### src/rtl/noc_out_rr_sched.sv
// Per-output-port round-robin packet scheduler with downstream credit gating.
// Optional feature macro: CREDIT_FC_EN (credit flow control; undefined = credits ignored).
module noc_out_rr_sched #(
  parameter int PORTID  = 0,
  parameter int NPORT   = 5,
  parameter int PW      = 3,
  parameter int CREDITS = 4,
  parameter int CW      = 3
) (
  input  logic                clk,
  input  logic                reset,
  input  logic [NPORT-1:0]    req,
  input  logic [NPORT*PW-1:0] dest,
  input  logic [NPORT-1:0]    tail,
  input  logic                credit_in,
  output logic [NPORT-1:0]    grt,
  output logic [NPORT-1:0]    sel,
  output logic                fwd,
  output logic [CW-1:0]       credit_cnt,
  output logic                busy,
  output logic                credit_err
);

  localparam int IW = (NPORT > 1) ? $clog2(NPORT) : 1;

  typedef enum logic {IDLE, LOCKED} state_e;

  state_e           state_q, state_d;
  logic [NPORT-1:0] grt_q, grt_d;
  logic [IW-1:0]    owner_q, owner_d;
  logic [IW-1:0]    ptr_q, ptr_d;
  logic [NPORT-1:0] match;
  logic [IW-1:0]    pick;
  logic             pick_vld;
  logic             fwd_w;
  int unsigned      idx;

  always_comb begin
    for (int unsigned i = 0; i < NPORT; i++) begin
      match[i] = req[i] & (dest[i*PW +: PW] == PW'(PORTID));
    end
  end

  // Search starts one past the last owner so the previous winner has lowest priority.
  always_comb begin
    pick     = '0;
    pick_vld = 1'b0;
    idx      = 0;
    for (int unsigned k = 1; k <= NPORT; k++) begin
      idx = (int'(ptr_q) + k) % NPORT;
      if (!pick_vld && match[idx]) begin
        pick_vld = 1'b1;
        pick     = IW'(idx);
      end
    end
  end

  always_comb begin
    state_d = state_q;
    grt_d   = grt_q;
    owner_d = owner_q;
    ptr_d   = ptr_q;
    case (state_q)
      IDLE: begin
        if (pick_vld) begin
          grt_d   = '0;
          grt_d[pick] = 1'b1;
          owner_d = pick;
          state_d = LOCKED;
        end
      end
      LOCKED: begin
        if (fwd_w && tail[owner_q]) begin
          grt_d   = '0;
          ptr_d   = owner_q;
          state_d = IDLE;
        end
      end
      default: state_d = IDLE;
    endcase
  end

  always_ff @(posedge clk or posedge reset) begin
    if (reset) begin
      state_q <= IDLE;
      grt_q   <= '0;
      owner_q <= '0;
      ptr_q   <= IW'(NPORT - 1);
    end else begin
      state_q <= state_d;
      grt_q   <= grt_d;
      owner_q <= owner_d;
      ptr_q   <= ptr_d;
    end
  end

`ifdef CREDIT_FC_EN
  logic [CW-1:0] cnt_q, cnt_d;
  logic          err_q, err_d;

  assign fwd_w = (state_q == LOCKED) & req[owner_q] & (cnt_q != '0);

  // A return and a consume in the same cycle cancel, even at full count.
  always_comb begin
    cnt_d = cnt_q;
    err_d = err_q;
    case ({fwd_w, credit_in})
      2'b10: cnt_d = cnt_q - CW'(1);
      2'b01: begin
        if (cnt_q == CW'(CREDITS)) err_d = 1'b1;
        else                       cnt_d = cnt_q + CW'(1);
      end
      default: ;
    endcase
  end

  always_ff @(posedge clk or posedge reset) begin
    if (reset) begin
      cnt_q <= CW'(CREDITS);
      err_q <= 1'b0;
    end else begin
      cnt_q <= cnt_d;
      err_q <= err_d;
    end
  end

  assign credit_cnt = cnt_q;
  assign credit_err = err_q;
`else
  logic unused_credit_in;
  assign unused_credit_in = credit_in;
  assign fwd_w      = (state_q == LOCKED) & req[owner_q];
  assign credit_cnt = CW'(CREDITS);
  assign credit_err = 1'b0;
`endif

  assign fwd  = fwd_w;
  assign grt  = grt_q;
  assign sel  = grt_q;
  assign busy = (state_q == LOCKED);

endmodule

### config.mk
export PLATFORM = sky130hd
export DESIGN_NAME = noc_out_rr_sched
export DESIGN_NICKNAME = d
export VERILOG_FILES = /design/src/rtl/noc_out_rr_sched.sv
export SDC_FILE = /design/constraint.sdc
export NUM_CORES = 1
export LEC_CHECK = 0
export ABC_AREA = 0
export CAP_MARGIN = 15
export CORE_MARGIN = 5
export CORE_UTILIZATION = 56
export CTS_BUF_LIST = sky130_fd_sc_hd__clkbuf_4 sky130_fd_sc_hd__clkbuf_8
export CTS_CLUSTER_SIZE = 16
export DETAILED_ROUTE_END_ITERATION = 12
export PLACE_DENSITY_LB_ADDON = 0.15
export SYNTH_ARGS = -nofsm -noshare
export SYNTH_HDL_FRONTEND = slang
export SYNTH_SLANG_ARGS = --single-unit
### constraint.sdc
create_clock -name clk -period 6.2 [get_ports clk]
set_input_delay 1.24 -clock clk [delete_from_list [all_inputs] [get_ports clk]]
set_output_delay 1.24 -clock clk [all_outputs]
set_load 0.02 [all_outputs]
==> metrics.yaml <==
status: "finished clean"
cp_slowest_stage_delay_ns: 0.61
worstPathCellList: "ha_1 > xnor2_1 > inv_1 > ha_1 > nor3b_1 > o22a_2 > xnor2_1 > inv_1 > ha_1 > nor2b_1 > or3_4 > o311ai_4 > nor2_1 > a221oi_1 > o21ai_2 > nor3_4 > a221oi_1 > o21a_1 > a32o_1"
finalCritPeriodShare_pct: 86.02
synth.avg_cell_area_um2: 8.218
clk_latency_ns: 0.25
async_flop_share_pct: 100.0
startpoint_type: "register"
hold_path.class: "reg2reg"
cts_num_sinks: 12
cts_setup_buffers: 0
post_drt_wl_per_cell_um: 17.14
layout-drive-gt1-share_pct: 12.54
floorplan.io_pins: 44
worst_slew_pin_slew_ns: 0.6874
ys_top_cells_by_area: "dfrtp_1 11%, ha_1 10%, a21oi_1 3.1%"
netlist.area_leader.share_pct: 10.63
dpl.cell_count: 391
crit_slowest_cell: "dfrtp_1"
fp.dieH_um: 77.99
synth_seq_cells: 12
max-clock-path-buffers: 2
cts_made_buffers: 3
yosysSeqAreaShare_pct: 11.65
drtIter0Drc: 156
vias: 2545
die_x_um: 77.99
ant_nets: 0
end_kind: "register"
clkTransAtPathRegs_ns: 0.06
hold_viol: 0
synth_top_area_cell: "dfrtp_1"
dieArea_um2: 6082
critPathRequiredTime_ns: 6.34
period_needed_ns: 5.333
final_cell_count_no_fill: 395
area_growth_pct: 15.51
diodes: 0
relSlewSlack_pct: 53.53
cp_common_cell: "ha_1"
synth_cells: 315
grt_pass1_wl_um: 11380
track_usage_pct: 22.44
grt_max_degree: 26
viasPerCell: 6.443
nFillCells: 372
synthesis.area_um2: 2589
cap_viol_max_count: 0
yosysWarnings: 0
synth_ff_type: "dfrtp_1"
fin_skew_ns: 0.008904
rsz0062_at_grt: "false"
routabilityCongestion: 0.9076
port_buffers: 38
timing.hold.ws_ns: 0.5127
core_region_area_um2: 4414
crit_fanout: 14
setup_tns_ns: 0
postCtsResizedCells: 0
synth_enable_flop_cells: 0
synth_cell_type_count: 86
synthTopCellsByCount: "21 x ha_1, 21 x inv_1, 18 x nand2_1, 18 x nor2_1, 16 x a21oi_1"
rows: 24
cts-root-buf: "clkbuf_8"
drv_slew: 0
holdBufCountCts: 0
hpwl_um: 5238
cts_max_level: 1
fmax_mhz: 187.5
drt_wl_total_um: 6772
drc: 0
arrival_ns: 5.47
final_nets: 393
seq_area_um2: 301.5
antenna_found_initial: 0
grt_pass1_vias: 2363
setup_viol: 0
gr-total-overflow: 0
critical_path_class: "reg2reg"
start_util_pct: 58.65
first_pass_iters: 4
cts_tree: "done"
multiInputGateArea_um2: 2071
-- area by class of cell --
class,count,share of cell area (%)
timing repair buffer,44,14.23
multi-input combinational,262,69.25
inverter,21,2.636
clock buffer,4,1.632
tap,52,2.176
sequential,12,10.08
-- logic make-up (layout without fill, tap and decap cells) --
| kind of cell | after synthesis | count (layout) | synth area share (%) |
|---|---|---|---|
| other cells | 2 | 4 | 0.2901 |
| simple gates | 113 | 113 | 26.68 |
| buf+inv | 43 | 69 | 8.651 |
| fa+ha+maj | 21 | 21 | 10.15 |
| xor+xnor | 9 | 9 | 3.335 |
| flops | 12 | 12 | 11.65 |
| mux | 11 | 11 | 5.993 |
| compound gates | 104 | 104 | 33.25 |
-- through the flow --
step	cell area (um^2)	worst slack (ns)	util, %
global placement	2942	1.011	66.64
CTS	2990	0.8595	67.74
global route	2990	0.3840	67.74
floorplan	2596	1.423	-
finish	2990	0.8666	67.74
detailed placement	2942	0.8780	66.64
-- routing by layer --
layer / share of wire [%] / vias up / wire length, um / track usage, %
met3: 7.4 / 15 / 500 / 3.356
li1: - / 1254 / - / -
met4: 1.7 / 0 / 114 / 4.730
met1: 46 / 1178 / 3139 / 31.36
met2: 45 / 98 / 3017 / 36.64
met5: 0 / - / 0 / 0
-- sequential cells by signal, indices dropped and copies added (netlist names) --
| register | count |
|---|---|
| busy | 1 |
| grt | 5 |
| owner_q | 3 |
| ptr_q | 3 |
-- critical path: cells and delay by family (launching register included) --
kind / cells / cell delay (ns)
adders and majority gates: 3 / 1.05
AOI/OAI and AO/OA: 7 / 1.69
and+or+nand+nor: 5 / 1.06
buffers and inverters: 2 / 0.32
DFF: 1 / 0.61
xor gates and xnor gates: 2 / 0.50
-- path summary, 6_finish.rpt --
| path | from | endpoint | slack, ns | cells after the start |
|---|---|---|---|---|
| worst max-delay path | ptr_q[1] | grt[0] | 0.87 | 19 |
| worst min-delay path | grt[0] | grt[0] | 0.51 | 1 |
| worst max register to register | ptr_q[1] | grt[0] | 0.87 | 19 |
| worst min register to register | grt[0] | grt[0] | 0.51 | 1 |
| max in group asynchronous | reset | ptr_q[2] | 4.56 | 2 |
| min in group asynchronous | reset | owner_q[2] | 1.30 | 2 |
-- layout by cell type, fill, tap and decap left out, drive strengths merged, types with 5 or more instances in the layout --
cell type,n
o21ai,15
o21a,7
a211oi,5
nand2,18
nor3,16
inv,21
a21o,5
a21oi,19
dfrtp,11
nor2b,5
mux2i,5
nor3b,6
buf,6
nand3,7
and2,5
ha,21
or3,5
clkdlybuf4s50,38
nor2,18
xnor2,9
Power is not shown: default switching activity piles up to over one toggle a cycle in this logic, so the estimate is an artifact.
==> RTL edit (same flow settings) <==
Change the parameter `CW` from 3 to 2.
--- a/src/rtl/noc_out_rr_sched.sv
+++ b/src/rtl/noc_out_rr_sched.sv
@@ -5,7 +5,7 @@
   parameter int NPORT   = 5,
   parameter int PW      = 3,
   parameter int CREDITS = 4,
-  parameter int CW      = 3
+  parameter int CW      = 2
 ) (
   input  logic                clk,
   input  logic                reset,
Interface: changed (resized credit_cnt); port bits go from 44 to 43. The function was not compared with the original's and may differ.
==> RTL edit against the unedited design <==
- setup slack gained 0.19 ns
- sequential cell count is the same
- synthesized area shrank 0.44%
- hold slack lost 0.0018 ns
- final area grew 0.38%
- wire length shrank 3.2%
- die area shrank 0.38%
- clock skew shrank 0.0052 ns
- critical path depth is the same
- critical path type unchanged
- critical endpoint unchanged
- highest routed layer unchanged
Power is not shown: default switching activity piles up to over one toggle a cycle in this logic, so the estimate is an artifact.
==> RTL edit: results (changes against the unedited design) <==
status complete, no violations (unchanged); nets 394 (was 393); Worst Setup EP grt[0] (unchanged); initial antenna violation count 0 (unchanged); post-CTS setup buffers 0 (unchanged); post-synthesis sequential area ratio 0.117 (was 0.116); vias in the first global route 2422 (was 2363); first-pass GRT wire length 11300 um (was 11400 um); Pre-antenna DRT Iters 5 (was 4); skew final 0.00368 ns (was 0.00890 ns); Crit Reg-Reg Startpoint ptr_q[0] (was ptr_q[1]); proportion of layout cells with a drive suffix above 1 0.131 (was 0.125); cts bufs inserted 3 (unchanged); ANT cells 0 (unchanged); crit-path max FO 14 (unchanged); overall fraction of global-route tracks in use 0.217 (was 0.224); period utilisation layout 0.829 (was 0.860); Detailed Route WL 6550 um (was 6770 um); Final Wtd Congestion 0.928 (was 0.908); maximum number of pins on one net before global-route repair 26 (unchanged); CTS root buf clkbuf_8 (unchanged); # resized after CTS 0 (unchanged); Netlist cell types 86 (unchanged); Fillers 393 (was 372); predominant post-synthesis flop cell dfrtp_1 (unchanged); max reg flops 5 (unchanged); Reg2Reg Depth 19 (unchanged); Arrival @ worst endpoint 5.27 ns (was 5.47 ns); # port buffers 38 (unchanged); worst-skew pair later-pin latency 0.24 ns; Ys Warns 0 (unchanged); Worst-Margin Slew 0.641 ns (was 0.687 ns); HPWL after detailed placement 5180 um (was 5240 um); H-tree depth 1 (unchanged); Area contributors post-synth dfrtp_1 (11%), ha_1 (10%), a21oi_1 (3.1%), inv_1 (3.1%), xnor2_1 (2.7%) (was dfrtp_1 (11%), ha_1 (10%), a21oi_1 (3.1%), inv_1 (3.0%), xnor2_1 (2.7%)); WS Path Type reg2reg (unchanged); clk buf depth 2 (unchanged); clk slew on worst S/H paths ~0.05 ns; ys async rst share 1.00 (unchanged); via count 2549 (was 2545); Hold Path Class reg2reg (unchanged); Synth top cells by count ha_1 (21), inv_1 (21), nand2_1 (18), nor2_1 (18), a21oi_1 (16) (unchanged); Iteration-0 DRC Markers 209 (was 156)
## RTL edit: cell count changes after synthesis, sizes merged
cell  before  now
conb       2    1
buf       18   17
## RTL edit: logic make-up after synthesis
family,share of synthesized area
buf+inv,0.0840
mux,0.0602
simple gates,0.268
flops,0.117
other cells,0.00145
compound gates,0.334
fa+ha+maj,0.102
xor+xnor,0.0335
## RTL edit: area by class of cell
class	instances	area, um^2	share of cell area
repair buffers	46	440	0.147
well taps	52	65.1	0.0217
inverters	21	78.8	0.0263
multi-input cells	261	2070	0.689
flip-flops and latches	12	302	0.100
clock buffers	4	48.8	0.0163
## RTL edit: worst min path at each step
stage | start | end | slack (ns) | cells past startpoint
floorplan | owner_q[1] | owner_q[1] | 0.53 | 1
global placement | grt[0] | grt[0] | 0.50 | 1
detailed placement | grt[4] | grt[4] | 0.50 | 1
CTS | grt[4] | grt[4] | 0.51 | 1
global route | grt[4] | grt[4] | 0.54 | 1
finish | grt[4] | grt[4] | 0.51 | 1
## RTL edit: layer usage
layer,up-vias,global-route usage,routed length (um)
li1,1258,-,-
met1,1189,0.311,3000
met2,90,0.353,3050
met3,12,0.0185,402
met4,0,0.0481,94
met5,-,0,0
## RTL edit: critical path, cell delays in order, from the launching register on
cell,delay (ns)
dfrtp_1,0.38
ha_1,0.37
xnor2_1,0.40
inv_1,0.17
ha_1,0.24
nor3b_1,0.27
o22a_2,0.28
xnor2_1,0.25
inv_1,0.15
ha_1,0.26
nor2b_1,0.18
or3_4,0.35
o311ai_4,0.13
nor2_1,0.07
a221oi_1,0.52
o21ai_2,0.16
nor3_4,0.18
a221oi_1,0.14
o21a_1,0.25
a32o_1,0.26
## RTL edit: through the flow
stage	std cells	util	instance area, um^2	hold slack [ns]
final	396	0.680	3000	0.511
after global routing	396	0.680	3000	0.536
after CTS	396	0.680	3000	0.513
after detailed placement	392	0.669	2950	0.502
after global placement	392	0.669	2950	0.504
after floorplan	315	-	2580	0.526
